--- config.mk ---
export PLATFORM = sky130hd
export DESIGN_NAME = updown_count_monitor
export DESIGN_NICKNAME = d
export VERILOG_FILES = /design/src/rtl/updown_mon_pkg.sv /design/src/rtl/sat_counter.sv /design/src/rtl/updown_count_monitor.sv
export SDC_FILE = /design/constraint.sdc
export NUM_CORES = 1
export LEC_CHECK = 0
export CORE_UTILIZATION = 55
export CTS_CLUSTER_SIZE = 12
export DETAILED_ROUTE_END_ITERATION = 7
export PLACE_DENSITY = 0.82
export SLEW_MARGIN = 40
export SYNTH_ARGS = -nofsm -noshare
export SYNTH_HDL_FRONTEND = slang
export SYNTH_SLANG_ARGS = --single-unit
--- constraint.sdc ---
create_clock -name clk -period 5.7 [get_ports clk]
set_input_delay 0.855 -clock clk [delete_from_list [all_inputs] [get_ports clk]]
set_output_delay 0.855 -clock clk [all_outputs]
set_load 0.03 [all_outputs]
--- src/rtl/updown_mon_pkg.sv ---
// updown_mon_pkg: shared state/step enums and default widths for the up/down counter monitor
package updown_mon_pkg;
  localparam int DEF_WIDTH = 4;
  localparam int DEF_ERR_W = 8;
  typedef enum logic [1:0] {EMPTY, FIRST, LOCK_UP, LOCK_DN} state_t;
  typedef enum logic [1:0] {STALL, INC, DEC, BAD} step_t;
endpackage

--- src/rtl/sat_counter.sv ---
// sat_counter: counter that increments on inc and sticks at all-ones
module sat_counter #(
  parameter int W = 8
) (
  input  logic         clk,
  input  logic         rst,
  input  logic         inc,
  output logic [W-1:0] count
);
  always_ff @(posedge clk)
    if (rst) count <= '0;
    else if (inc && count != '1) count <= count + W'(1);
endmodule

--- src/rtl/updown_count_monitor.sv ---
// updown_count_monitor: passive observer that locks onto an up/down count and flags bad steps, wraps and reversals
module updown_count_monitor
  import updown_mon_pkg::*;
#(
  parameter int WIDTH       = DEF_WIDTH,
  parameter int ERR_W       = DEF_ERR_W,
  parameter int LOSS_THRESH = 2
) (
  input  logic             clk,
  input  logic             reset,
  input  logic             sample_en,
  input  logic [WIDTH-1:0] count_in,
  output logic             locked,
  output logic             dir,
  output logic             err,
  output logic             wrap,
  output logic             dir_chg,
  output logic [ERR_W-1:0] err_count,
  output logic [WIDTH-1:0] last_count
);
  localparam logic [WIDTH-1:0] MAX = '1;
  state_t           state;
  step_t            step;
  logic [WIDTH-1:0] prev, delta;
  logic [3:0]       miss;
  logic             bad;
  assign delta      = count_in - prev;
  assign step       = delta == '0 ? STALL : delta == WIDTH'(1) ? INC : delta == MAX ? DEC : BAD;
  assign bad        = sample_en && state != EMPTY && step == BAD;
  assign locked     = state == LOCK_UP || state == LOCK_DN;
  assign last_count = prev;
  sat_counter #(.W(ERR_W)) u_err_cnt (
    .clk  (clk),
    .rst  (reset),
    .inc  (bad),
    .count(err_count)
  );
  always_ff @(posedge clk) begin
    if (reset) begin
      state   <= EMPTY;
      dir     <= 1'b0;
      err     <= 1'b0;
      wrap    <= 1'b0;
      dir_chg <= 1'b0;
      miss    <= '0;
      prev    <= '0;
    end else begin
      err     <= bad;
      wrap    <= 1'b0;
      dir_chg <= 1'b0;
      if (sample_en) begin
        prev <= count_in;
        case (state)
          EMPTY: state <= FIRST;
          FIRST:
            if (step == INC) begin
              state <= LOCK_UP;
              dir   <= 1'b1;
            end else if (step == DEC) begin
              state <= LOCK_DN;
              dir   <= 1'b0;
            end
          default:
            if (step == BAD) begin
              // lock is dropped after LOSS_THRESH consecutive illegal steps
              if (int'(miss) + 1 >= LOSS_THRESH) begin
                state <= FIRST;
                miss  <= '0;
              end else miss <= miss + 4'd1;
            end else begin
              miss <= '0;
              if (step == INC) begin
                wrap <= prev == MAX;
                if (state == LOCK_DN) begin
                  state   <= LOCK_UP;
                  dir     <= 1'b1;
                  dir_chg <= 1'b1;
                end
              end else if (step == DEC) begin
                wrap <= prev == '0;
                if (state == LOCK_UP) begin
                  state   <= LOCK_DN;
                  dir     <= 1'b0;
                  dir_chg <= 1'b1;
                end
              end
            end
        endcase
      end
    end
  end
endmodule

======== After elaboration in Yosys (flattened, before gate mapping) ========
Cells that the tools add are included.
W data, S select, Z words.
storage, ports and cells
  register bits ........................... 22
  bits in latches ......................... 0
  bits in writable memories ............... 0
  ROM bits ................................ 0
  input port bits ......................... 7
  output and inout bits ................... 17
  logic and storage cells ................. 76
  memories ................................ 0
operators by class
  add/sub/neg operators ................... 4
  multipliers ............................. 0
  div/mod/pow operators ................... 0
  order comparisons ....................... 1
  eq/ne operators ......................... 15
  shifts and indexed selects .............. 0
  multiplexer cells ....................... 28
  bitwise operators ....................... 3
  reduce and logical (&&, ||, !) cells .... 17
operators with widths
  kind                   count
  $mux W2                10
  $mux W1                14
  $add A8 B1 Y8 const B  1
  $eq A2 B2 Y1 const B   4
  $eq A4 B4 Y1 const B   2
  $logic_not A4 Y1       2
  $mux W4                2
  $ne A8 B8 Y1 const B   1
  $reduce_and A7 Y1      1
  $reduce_and A6 Y1      1
  $reduce_bool A3 Y1     2
  $add A4 B1 Y5 const B  1
  $ge A5 B2 Y1 const B   1
  $ne A5 B2 Y1 const B   1
  $reduce_bool A5 Y1     1
  $reduce_or A5 Y1       1
  $add A4 B1 Y4 const B  1
  $eq A2 B1 Y1 const B   2
  $eq A4 B1 Y1 const B   1
  $ne A4 B1 Y1 const B   1
  $pmux W2 S2            1
  $reduce_bool A4 Y1     1
  $sub A4 B4 Y4          1
  $logic_and A1 B1 Y1    3
  other kinds (10)       12

======== Depth between registers and ports, before layout ========
  word-level depth ........................ 10
  mapped depth ............................ 13
  depth with buffers taken out ............ 13

======== Hierarchy ========
A second synthesis with hierarchy kept.
second synthesis, totals
  cells, all modules ...................... 148
  area total of the unflattened synthesis .. 1340.0 um2
by module, submodules not included
  module                times used  cells an instance  area an instance (um2)  seq. area each (um2)
  updown_count_monitor  1           102                909.6                   280.3
  sat_counter           1           46                 430.4                   160.2

======== Worst setup path after synthesis ========
OpenSTA, ideal clock, no wires.
  kind .................................... in2reg
  start ................................... in count_in[0]
  end ..................................... reg dir_chg
  library setup time ...................... 103 ps
  arrival time ............................ 3305 ps
  required time ........................... 5597 ps
  path slack .............................. 2291 ps
  stages on the path ...................... 9
  buffers on the path ..................... 0
  cells stage by stage .................... inv_1 > ha_1 > fa_1 > xor2_1 > or3_1 > mux2_2 > ha_1 > or3b_2 > a2111oi_2
between the ends
  longest elaborated chain between the ends .. 8
  elaborated cells between the ends (all ways) .. 13
  classes of those cells .................. add/sub: 1; eq/ne: 5; mux: 5; reduce/logical: 2
ends and longest elaborated chain
  item                  RTL line                    source
  start, declared       updown_count_monitor.sv:12  input logic [WIDTH-1:0] count_in,
  $sub A4 B4 Y4 *       updown_count_monitor.sv:27  assign delta = count_in - prev;
  $eq A4 B4 Y1          updown_count_monitor.sv:28  assign step = delta == '0 ? STALL : delta == WIDTH'(1) ? INC : delta == MAX ? DEC : BAD;
  $mux W1               updown_count_monitor.sv:28
  $mux W2               updown_count_monitor.sv:28
  $mux W2 *             updown_count_monitor.sv:28
  $eq A2 B2 Y1          updown_count_monitor.sv:79  end else if (step == DEC) begin
  $mux W1               updown_count_monitor.sv:79
  $mux W1               updown_count_monitor.sv:72  if (step == INC) begin
  end signal, assigned  updown_count_monitor.sv:44  dir_chg <= 1'b0;
  end signal, assigned  updown_count_monitor.sv:77  dir_chg <= 1'b1;
  end signal, assigned  updown_count_monitor.sv:84  dir_chg <= 1'b1;
  end, declared         updown_count_monitor.sv:17  output logic dir_chg,
Every way passes the cells marked *; elsewhere a longest branch is shown, timed or not.
A chain may end at the register's enable or synchronous reset.

======== Worst setup path after layout ========
Ends and elaborated chain as after synthesis.

==> impl_metrics.json <==
{
  "hold_path_depth": 1,
  "drv_cap": 0,
  "cts_inserted_buffers": 3,
  "n_antenna_cell": 0,
  "first_global_vias": 987,
  "endpoint_kind": "flip-flop",
  "num_io_pins": 24,
  "gr-usage-met3_pct": 3.636,
  "rr_startpoint": "last_count[0]$_SDFFE_PP0P_",
  "cp-start-kind": "input pin",
  "hold_end": "miss[3]$_SDFFE_PP0P_",
  "core_area_sq_mm": 0.002212,
  "switching_power_uw": 115.7,
  "critPathKind": "input pin to flip-flop",
  "setup_violations": 0,
  "die_w_um": 50.36,
  "yosys.area_share.xor_xnor_pct": 7.490,
  "layout_min_cycle_time_ns": 3.756,
  "drt_wl_total_um": 2397,
  "total_power_uw": 362.1,
  "cp.required_ns": 5.90,
  "cts_tree": "done",
  "h-tree-depth": 1,
  "worstMarginPinSlew_ns": 0.7513,
  "rsz0062_at_grt": "false",
  "cpMostUsedCell": "ha_1",
  "cts_buffer_depth": 2,
  "wire_per_inst_um": 12.75,
  "final.setup.tns_ns": 0,
  "cp_cell_sequence": "clkdlybuf4s50_1 > inv_1 > ha_1 > fa_1 > xor2_1 > or3_1 > mux2_2 > ha_1 > or3b_2 > a2111oi_2",
  "synth_simple_gate_area_share_pct": 21.98,
  "cts_setup_buffers": 0,
  "status": "finished clean",
  "synth_fa_ha_area_share_pct": 12.26,
  "syn_area_sq_mm": 0.001286,
  "die_h_um": 50.36,
  "power_density_mw_per_mm2": 233.2,
  "syn-mean-instance-area_sq_um": 9.253,
  "ctsResizeCount": 0,
  "postRouteAntennaNets": 0,
  "seqPwrFrac_pct": 48.2,
  "drv_slew": 0,
  "drtIter0Drc": 27,
  "n_fill_cell": 180,
  "synthMuxAreaShare_pct": 6.323,
  "clock_latency_ns": 0.30,
  "drt-vias-per-instance": 5.505,
  "use_met2_pct": 36.67,
  "slowest_delay_ns": 0.49,
  "critPathMaxFanout": 6,
  "dp_hpwl_um": 1863,
  "grt-busiest-layer": "met2",
  "start_util_pct": 58.14,
  "slew_headroom_pct": 49.76,
  "grt_pass1_wl_um": 4312,
  "crit_start": "count_in[0]",
  "ir_worst_vdd_uv": 208.1,
  "ys.flop_type": "dfxtp_1",
  "fp-row-count": 17,
  "synth_fp_nets": 158,
  "grt_use_total_pct": 22.09,
  "dr.pass1.iters": 4,
  "fin_skew_ns": 0.006098,
  "p_clk_share_pct": 23.2,
  "synth_edf_count": 0,
  "nets": 180,
  "drc": 0,
  "yosys_register_bits": 22,
  "ys_seq_area_share_pct": 34.24,
  "finalCritPeriodShare_pct": 65.89,
  "vias": 1035,
  "crit_arrival_ns": 3.96,
  "p_sw_share_pct": 31.94,
  "cts_hold_buf": 0,
  "worstHoldStart": "miss[3]$_SDFFE_PP0P_",
  "power_leakage_nw": 0.6103,
  "cts_root_buf": "clkbuf_4",
  "grt-ovfl-total": 0,
  "clock-sinks": 22,
  "yosysWarnings": 0,
  "internal_power_uw": 246.4,
  "critPathSlowestCell": "clkdlybuf4s50_1",
  "yosysUniqueCellTypes": 44,
  "path_clk_slew_ns": 0.12,
  "r2r-end": "dir_chg$_SDFF_PP0_",
  "synth_top_family_by_area": "simple AND/OR/NAND/NOR gates",
  "fmax_ghz": 0.2663,
  "drive_gt1_share_pct": 8.750,
  "finalWeightedCongestion": 0.8469,
  "rrSetupSlack_ns": 2.69,
  "rr_worst_depth": 8,
  "final_hold_viol_count": 0,
  "antenna_found_initial": 0,
  "met1_usage_pct": 29.46,
  "hp-class": "flip-flop to flip-flop",
  "synthArstFlopShare_pct": 0,
  "synthCells": 139,
  "grt_max_degree": 22,
  "combPwrFrac_pct": 28.6,
  "portBuffers": 23,
  "hold_slack_ns": 0.4827,
  "fp.dieArea_sq_mm": 0.002536,
  "synth_compound_area_share_pct": 13.23,
  "syn_to_final_growth_pct": 20.72
}
[registers in the layout, summed over array words and instances, names as in the netlist]
register	cells
dir_chg	1
wrap	1
miss	4
err	1
last_count	4
u_err_cnt.count	8
state	2
dir	1
[metrics by stage]
stage,cell area [sq um],std cells,utilization [%],setup slack (ns)
2_1_floorplan,1286,139,-,2.291
3_3_place_gp,1516,184,68.55,1.738
3_5_place_dp,1516,184,68.55,1.644
4_1_cts,1553,188,70.19,1.954
5_1_grt,1553,188,70.19,1.827
6_report,1553,188,70.19,1.944
[critical path: cells and delay by family]
| kind | cells | cell delay (ns) |
|---|---|---|
| AOI/OAI and AO/OA | 1 | 0.35 |
| muxes | 1 | 0.31 |
| xor gates and xnor gates | 1 | 0.20 |
| buffers and inverters | 2 | 0.54 |
| and+or+nand+nor | 2 | 0.83 |
| adders and majority gates | 3 | 0.88 |
[logic make-up after synthesis]
| kind of cell | count (synthesis) |
|---|---|
| flip-flops | 22 |
| XOR/XNOR | 11 |
| AND/OR/NAND/NOR | 53 |
| multiplexers | 8 |
| buffers and inverters | 12 |
| adder cells (fa/ha/maj) | 12 |
| AO/OA/AOI/OAI | 21 |
[how the worst max path moves through the flow]
stage	to	slack, ns	cells past startpoint
global route	dir_chg$_SDFF_PP0_	1.83	10
detailed placement	dir_chg$_SDFF_PP0_	1.64	10
finish	dir_chg$_SDFF_PP0_	1.94	10
floorplan	dir_chg$_SDFF_PP0_	2.29	9
global placement	dir_chg$_SDFF_PP0_	1.74	10
CTS	dir_chg$_SDFF_PP0_	1.95	10
[per-layer routing]
| layer | share of wire [%] | routed length (um) | up-vias |
|---|---|---|---|
| met1 | 47 | 1134 | 485 |
| met2 | 48 | 1141 | 25 |
| met5 | 0 | 0 | - |
| li1 | - | - | 523 |
| met4 | 0.71 | 17 | 0 |
| met3 | 4.3 | 103 | 2 |
[power groups by stage]
| stage | clock, mW | sequential, mW | combinational, mW |
|---|---|---|---|
| 6_report | 0.0838 | 0.175 | 0.104 |
| 5_1_grt | 0.0900 | 0.176 | 0.115 |
| 4_1_cts | 0.0861 | 0.174 | 0.104 |
| 3_5_place_dp | 0 | 0.178 | 0.103 |
| 3_3_place_gp | 0 | 0.177 | 0.101 |
| 2_1_floorplan | 0 | 0.179 | 0.0773 |
[cells in the mapped netlist, types with 2 or more instances]
| cell | count | area [sq um] |
|---|---|---|
| inv_1 | 6 | 22.52 |
| and3_1 | 3 | 18.77 |
| and2_1 | 3 | 18.77 |
| mux2i_1 | 7 | 70.07 |
| xor2_1 | 6 | 52.55 |
| a21oi_1 | 7 | 35.03 |
| nor2_1 | 15 | 56.30 |
| o21ai_0 | 3 | 15.01 |
| nor2b_1 | 2 | 12.51 |
| nand2_1 | 9 | 33.78 |
| dfxtp_1 | 22 | 440.4 |
| ha_1 | 11 | 137.6 |
| xnor2_1 | 5 | 43.79 |
| nor4_1 | 2 | 12.51 |
| nand3_1 | 7 | 35.03 |
| clkbuf_1 | 2 | 7.510 |
| nand4_1 | 2 | 12.51 |
[cells in the final DEF (no fill, tap or decap), drive strengths merged, types with 2 or more instances in the layout]
| master | n |
|---|---|
| nor2 | 15 |
| ha | 11 |
| dfxtp | 22 |
| mux2i | 7 |
| and4 | 2 |
| a21oi | 8 |
| nand4 | 2 |
| o21ai | 4 |
| clkbuf | 4 |
| clkdlybuf4s50 | 23 |
| nor2b | 2 |
| xnor2 | 5 |
| nor4 | 3 |
| and3 | 3 |
| nand3 | 7 |
| inv | 6 |
| and2 | 3 |
| a2111oi | 2 |
| nand2 | 9 |
| xor2 | 6 |
[final cells by class]
cell class	instances	area, sq um	share of cell area, %
sequential	22	440.4	28.36
inverter	6	22.52	1.450
tap	28	35.03	2.256
timing repair buffer	23	230.2	14.83
clock buffer	4	36.28	2.337
multi-input combinational	105	788.3	50.77
Power figures use the tool's default switching activity.
